### config.mk
export PLATFORM = sky130hd
export DESIGN_NAME = slice_scanner_2d_flat
export DESIGN_NICKNAME = d
export VERILOG_FILES = /design/src/rtl/slice_scanner_2d_if.sv /design/src/rtl/slice_scanner_2d.sv /design/src/flat_wrapper.sv
export SDC_FILE = /design/constraint.sdc
export NUM_CORES = 1
export LEC_CHECK = 0
export CORE_AREA = 2 2 93 73
export DETAILED_ROUTE_END_ITERATION = 7
export DIE_AREA = 0 0 95 75
export DONT_BUFFER_PORTS = 1
export GPL_ROUTABILITY_DRIVEN = 0
export SYNTH_ARGS = -nofsm -noshare
export SYNTH_HDL_FRONTEND = slang
export SYNTH_SLANG_ARGS = --single-unit
### constraint.sdc
create_clock -name clk -period 2.4 [get_ports clk]
set_input_delay 0.24 -clock clk [delete_from_list [all_inputs] [get_ports clk]]
set_output_delay 0.24 -clock clk [all_outputs]
set_load 0.03 [all_outputs]
### src/rtl/slice_scanner_2d_if.sv
// Frame/config input channel and row-beat output channel of slice_scanner_2d.
// The slave modport is the scanner side; master is the producer/consumer side.
interface slice_scanner_2d_if #(
    parameter int ROWS = 4,
    parameter int COLS = 8
);
    localparam int RW = (ROWS > 1) ? $clog2(ROWS) : 1;
    localparam int CW = (COLS > 1) ? $clog2(COLS) : 1;

    logic                       in_valid;
    logic                       in_ready;
    logic [ROWS-1:0][COLS-1:0]  in_data;
    logic [RW-1:0]              cfg_row_lo;
    logic [RW-1:0]              cfg_row_hi;
    logic [CW-1:0]              cfg_col_lo;
    logic [CW-1:0]              cfg_col_hi;
    logic                       out_valid;
    logic                       out_ready;
    logic [COLS-1:0]            out_data;
    logic [RW-1:0]              out_row;
    logic                       out_last;
    logic                       busy;
    logic                       cfg_err;

    modport slave (
        input  in_valid, in_data, cfg_row_lo, cfg_row_hi, cfg_col_lo, cfg_col_hi, out_ready,
        output in_ready, out_valid, out_data, out_row, out_last, busy, cfg_err
    );

    modport master (
        output in_valid, in_data, cfg_row_lo, cfg_row_hi, cfg_col_lo, cfg_col_hi, out_ready,
        input  in_ready, out_valid, out_data, out_row, out_last, busy, cfg_err
    );
endinterface

### src/rtl/slice_scanner_2d.sv
// Captures a 2D frame plus window bounds, then streams the window one row per
// beat (ascending rows, right-aligned columns) on a backpressured output.
module slice_scanner_2d #(
    parameter int ROWS = 4,
    parameter int COLS = 8
) (
    input  logic                clk,
    input  logic                nrst,
    slice_scanner_2d_if.slave   bus
);
    localparam int RW = (ROWS > 1) ? $clog2(ROWS) : 1;
    localparam int CW = (COLS > 1) ? $clog2(COLS) : 1;
    localparam logic [RW:0] ROW_LIM = (RW+1)'(ROWS);
    localparam logic [CW:0] COL_LIM = (CW+1)'(COLS);

    typedef enum logic {IDLE, STREAM} state_t;

    state_t                     state_q, state_d;
    logic [ROWS-1:0][COLS-1:0]  frame_q, frame_d;
    logic [RW-1:0]              row_q, row_d;
    logic [RW-1:0]              row_hi_q, row_hi_d;
    logic [CW-1:0]              col_lo_q, col_lo_d;
    logic [CW-1:0]              col_hi_q, col_hi_d;
    logic                       cfg_err_q, cfg_err_d;

    logic                       accept;
    logic                       cfg_ok;
    logic                       at_last;
    logic [CW:0]                win_w;
    logic [COLS-1:0]            row_bits;
    logic [COLS-1:0]            mask;

    always_ff @(posedge clk or negedge nrst) begin
        if (!nrst) begin
            state_q   <= IDLE;
            frame_q   <= '0;
            row_q     <= '0;
            row_hi_q  <= '0;
            col_lo_q  <= '0;
            col_hi_q  <= '0;
            cfg_err_q <= 1'b0;
        end else begin
            state_q   <= state_d;
            frame_q   <= frame_d;
            row_q     <= row_d;
            row_hi_q  <= row_hi_d;
            col_lo_q  <= col_lo_d;
            col_hi_q  <= col_hi_d;
            cfg_err_q <= cfg_err_d;
        end
    end

    assign accept  = bus.in_valid && (state_q == IDLE);
    assign at_last = (row_q == row_hi_q);
    assign cfg_ok  = (bus.cfg_row_lo <= bus.cfg_row_hi) && ({1'b0, bus.cfg_row_hi} < ROW_LIM)
                  && (bus.cfg_col_lo <= bus.cfg_col_hi) && ({1'b0, bus.cfg_col_hi} < COL_LIM);

    always_comb begin
        state_d   = state_q;
        frame_d   = frame_q;
        row_d     = row_q;
        row_hi_d  = row_hi_q;
        col_lo_d  = col_lo_q;
        col_hi_d  = col_hi_q;
        cfg_err_d = 1'b0;
        case (state_q)
            IDLE: begin
                if (accept) begin
                    frame_d  = bus.in_data;
                    row_hi_d = bus.cfg_row_hi;
                    col_lo_d = bus.cfg_col_lo;
                    col_hi_d = bus.cfg_col_hi;
                    if (cfg_ok) begin
                        state_d = STREAM;
                        row_d   = bus.cfg_row_lo;
                    end else begin
                        cfg_err_d = 1'b1;
                    end
                end
            end
            STREAM: begin
                if (bus.out_ready) begin
                    if (at_last) state_d = IDLE;
                    else         row_d   = row_q + RW'(1);
                end
            end
            default: state_d = IDLE;
        endcase
    end

    // Mask built bitwise from the window width so a full-width window never
    // needs a 1<<COLS term that would overflow the row width.
    always_comb begin
        win_w    = {1'b0, col_hi_q} - {1'b0, col_lo_q} + (CW+1)'(1);
        row_bits = frame_q[row_q];
        for (int unsigned i = 0; i < COLS; i++) begin
            mask[i] = (i < 32'(win_w));
        end
    end

    always_comb begin
        bus.in_ready  = 1'b0;
        bus.out_valid = 1'b0;
        bus.busy      = 1'b0;
        bus.out_data  = '0;
        bus.out_row   = '0;
        bus.out_last  = 1'b0;
        bus.cfg_err   = cfg_err_q;
        case (state_q)
            IDLE: begin
                bus.in_ready = 1'b1;
            end
            STREAM: begin
                bus.out_valid = 1'b1;
                bus.busy      = 1'b1;
                bus.out_data  = (row_bits >> col_lo_q) & mask;
                bus.out_row   = row_q;
                bus.out_last  = at_last;
            end
            default: ;
        endcase
    end
endmodule

### src/flat_wrapper.sv
// flat-port wrapper written by rule: the top's interface ports become plain ports
module slice_scanner_2d_flat 
#(
    parameter int ROWS = 4,
    parameter int COLS = 8
)
  (clk, nrst, bus_in_valid, bus_in_data, bus_cfg_row_lo, bus_cfg_row_hi, bus_cfg_col_lo, bus_cfg_col_hi, bus_out_ready, bus_in_ready, bus_out_valid, bus_out_data, bus_out_row, bus_out_last, bus_busy, bus_cfg_err);
  slice_scanner_2d_if #(.ROWS(ROWS), .COLS(COLS)) bus_i ();
  input  logic clk;
  input  logic nrst;
  input wire logic [$bits(bus_i.in_valid)-1:0] bus_in_valid;
  input wire logic [$bits(bus_i.in_data)-1:0] bus_in_data;
  input wire logic [$bits(bus_i.cfg_row_lo)-1:0] bus_cfg_row_lo;
  input wire logic [$bits(bus_i.cfg_row_hi)-1:0] bus_cfg_row_hi;
  input wire logic [$bits(bus_i.cfg_col_lo)-1:0] bus_cfg_col_lo;
  input wire logic [$bits(bus_i.cfg_col_hi)-1:0] bus_cfg_col_hi;
  input wire logic [$bits(bus_i.out_ready)-1:0] bus_out_ready;
  output wire logic [$bits(bus_i.in_ready)-1:0] bus_in_ready;
  output wire logic [$bits(bus_i.out_valid)-1:0] bus_out_valid;
  output wire logic [$bits(bus_i.out_data)-1:0] bus_out_data;
  output wire logic [$bits(bus_i.out_row)-1:0] bus_out_row;
  output wire logic [$bits(bus_i.out_last)-1:0] bus_out_last;
  output wire logic [$bits(bus_i.busy)-1:0] bus_busy;
  output wire logic [$bits(bus_i.cfg_err)-1:0] bus_cfg_err;
  assign bus_i.in_valid = bus_in_valid;
  assign bus_i.in_data = bus_in_data;
  assign bus_i.cfg_row_lo = bus_cfg_row_lo;
  assign bus_i.cfg_row_hi = bus_cfg_row_hi;
  assign bus_i.cfg_col_lo = bus_cfg_col_lo;
  assign bus_i.cfg_col_hi = bus_cfg_col_hi;
  assign bus_i.out_ready = bus_out_ready;
  assign bus_in_ready = bus_i.in_ready;
  assign bus_out_valid = bus_i.out_valid;
  assign bus_out_data = bus_i.out_data;
  assign bus_out_row = bus_i.out_row;
  assign bus_out_last = bus_i.out_last;
  assign bus_busy = bus_i.busy;
  assign bus_cfg_err = bus_i.cfg_err;
  slice_scanner_2d #(.ROWS(ROWS), .COLS(COLS)) u_core (.clk(clk), .nrst(nrst), .bus(bus_i));
endmodule
==> results by group <==
Status
  • Outcome: finished, violations left
  • Failing checks: setup timing

Setup path
  • Max incr delay on CP: 0.54 ns
  • CP required: 2.16 ns
  • Cell family with most CP delay: adder cells
  • Stages on worst setup path: 9
  • Crit path cell chain: ha_4, inv_2, ha_4, fa_2, nand2b_4, nor2b_4, o21ai_2, a211oi_4, buf_12
  • CP dominant cell by count: ha_4
  • CP Class: reg2out
  • Worst R2R Path Depth: 5
  • Critical path buffer and inverter count: 2
  • CP max FO: 5
  • Max stage delay cell, worst path: fa_2
  • Critical path startpoint category: flop
  • WP data arrival: 2.48 ns
  • Crit. End Element: primary output

Logic synthesis
  • Post-Syn Area per Cell: 12.5 µm²
  • Main synth FF type: dfrtp_1
  • Mapped cell area: 2640 µm²
  • Flops & latches, synth: 44
  • Synth warnings: 0
  • Post-synth EDFFs: 0
  • FFs w/ async S/R, synth: 1.00
  • Count of unique library cells instantiated by Yosys: 42
  • Mapped Cells: 212
  • Seq/Total Area, Yosys: 0.416
  • Net Count, Synth: 268

GRT
  • Total grt overflow: 0
  • Vias in the first global route: 1810
  • Gr usage total: 0.171
  • First-pass GRT wire length: 9090 µm
  • Initial antenna violation count: 0
  • Largest net degree at the start of global routing: 45

Die
  • Die height: 75 µm
  • I/O pin count: 61
  • Core Region: 6160 µm²
  • Die area: 7130 µm²
  • Chip Width: 95 µm
  • Initial Util: 0.429
  • Row count: 25

Clock network
  • Root Buffer: clkbuf_8
  • CTS tree: built
  • CTS buffer count: 5
  • H-Tree Depth: 2
  • CTS sink cnt: 44
  • CTS max path bufs: 2
  • Clk pin slew, worst setup/hold paths: 0.09 ns
  • Worst-Skew Late Latency: 0.30 ns

Timing
  • RSZ-0062 raised after global routing: yes
  • Layout Skew: 0.00454 ns
  • Slew margin rel.: 0.680
  • Final setup fails: 8
  • Period utilization: 1.13
  • Final worst slack: -0.323 ns
  • Final-report hold violation count: 0
  • Tmin final: 2.72 ns
  • Max Clk Rate: 0.367 GHz
  • Slew Limit Fails: 0
  • Slew @ Worst Pin: 0.479 ns

Worst hold path
  • Min-Delay Path Class: in2reg
  • Hold depth: 2

Routing
  • Total Wirelength: 5550 µm
  • Via-per-instance ratio: 5.43
  • Wire length per cell: 17.7 µm
  • ANT nets after route: 0
  • Drc violations: 0
  • DRT Pass-1 Iters: 4
  • Initial DRC Count: 60
  • Vias: 1706

Run
  • Max Cap Violations: 0

Cells and area
  • Final Net Count: 288
  • # diodes: 0
  • Area Overhead vs Synth: 23.2%
  • Share of layout cells above drive strength 1: 0.481

Place
  • PortBufs: 0
  • Post-Place Setup Slack: 0.00132 ns
  • Detail Placement HPWL: 4080 µm
==> metrics by stage <==
stage	std cells	hold slack, ns	instance area (µm²)	utilization	TNS (ns)
floorplan	212	-0.0556	2780	-	-0.0103
global placement	302	-0.0544	3000	0.487	0
detailed placement	302	-0.0546	3000	0.487	0
CTS	314	0.0506	3250	0.527	-2.18
global route	314	0.0560	3260	0.529	-2.74
finish	314	0.0580	3260	0.529	-2.02
==> per-layer routing <==
layer	wire, µm	global-route usage	up-vias
met5	0	0	-
met4	67	0.0580	0
met3	324	0.0460	8
met2	2630	0.273	42
met1	2520	0.231	846
li1	-	-	810
==> Yosys cell counts, types with 2 or more instances <==
library cell / n / area share
ha_1: 9 / 0.043
nor2b_1: 6 / 0.014
nand2_1: 10 / 0.014
mux2i_1: 12 / 0.045
nor2_1: 5 / 0.0071
buf_2: 8 / 0.015
inv_1: 13 / 0.018
mux4_2: 13 / 0.11
xor2_1: 3 / 0.0099
nand3_1: 5 / 0.0095
a211oi_1: 3 / 0.0085
dfrtp_1: 44 / 0.42
mux2_2: 38 / 0.16
o211ai_1: 2 / 0.0057
a21oi_1: 3 / 0.0057
nor3b_1: 2 / 0.0057
o21ai_0: 9 / 0.017
clkbuf_1: 2 / 0.0028
buf_4: 2 / 0.0057
==> cell families after synthesis <==
logic type	share of synthesized area
AOI/OAI and AO/OA	0.0705
xor gates and xnor gates	0.00994
adders and majority gates	0.0502
buffers and inverters	0.0492
DFF	0.416
muxes	0.323
and+or+nand+nor	0.0805
==> flip-flops by register name, indices dropped and copies added (netlist names) <==
name	count
u_core.frame_q	32
u_core.col_hi_q	3
u_core.col_lo_q	3
u_core.row_hi_q	2
u_core.row_q	2
u_core.bus.cfg_err	1
u_core.state_q	1
==> final cells by class <==
type                    instances  area, µm²
multi-input cells             140       1570
fillers                       543       2910
clock buffers                   5       68.8
repair buffers                 27        265
clock inverters                 3       90.1
flip-flops and latches         44       1100
well taps                      81        101
inverters                      14       56.3
==> cells in the final DEF, fill, tap and decap left out, types with 4 or more instances in the layout <==
master    count
buf_4        19
buf_6         4
clkbuf_8      5
dfrtp_1      42
ha_1          6
inv_1        11
mux2_2       38
mux2i_1      12
mux4_2       13
nand2_1      10
nand3_1       5
nor2_1        5
nor2b_1       4
o21ai_0       8
==> what timing repair did <==
item / 4_1_cts / 5_1_grt
pin swaps: 2 / 0
hold endpoints to repair: 44 / 0
gates resized for setup: 7 / 2
buffers inserted: 2 / 0
endpoints found under the setup margin: 8 / 8
hold buffers: 2 / 0
==> worst paths after layout <==
check	start	to	slack [ns]
setup / recovery	u_core.col_lo_q[1]$_DFFE_PN0P_	bus_out_data[5]	-0.32
hold / removal	bus_cfg_col_lo[2]	u_core.col_lo_q[2]$_DFFE_PN0P_	0.06
setup reg to reg	u_core.row_q[0]$_DFFE_PN0P_	u_core.row_q[0]$_DFFE_PN0P_	0.64
hold reg to reg	u_core.frame_q[0]$_DFFE_PN0P_	u_core.frame_q[0]$_DFFE_PN0P_	0.52
max in group asynchronous	nrst	u_core.col_lo_q[1]$_DFFE_PN0P_	1.74
min in group asynchronous	nrst	u_core.frame_q[8]$_DFFE_PN0P_	0.43
Power is not shown: default switching activity piles up to over one toggle a cycle in this logic, so the estimate is an artifact.
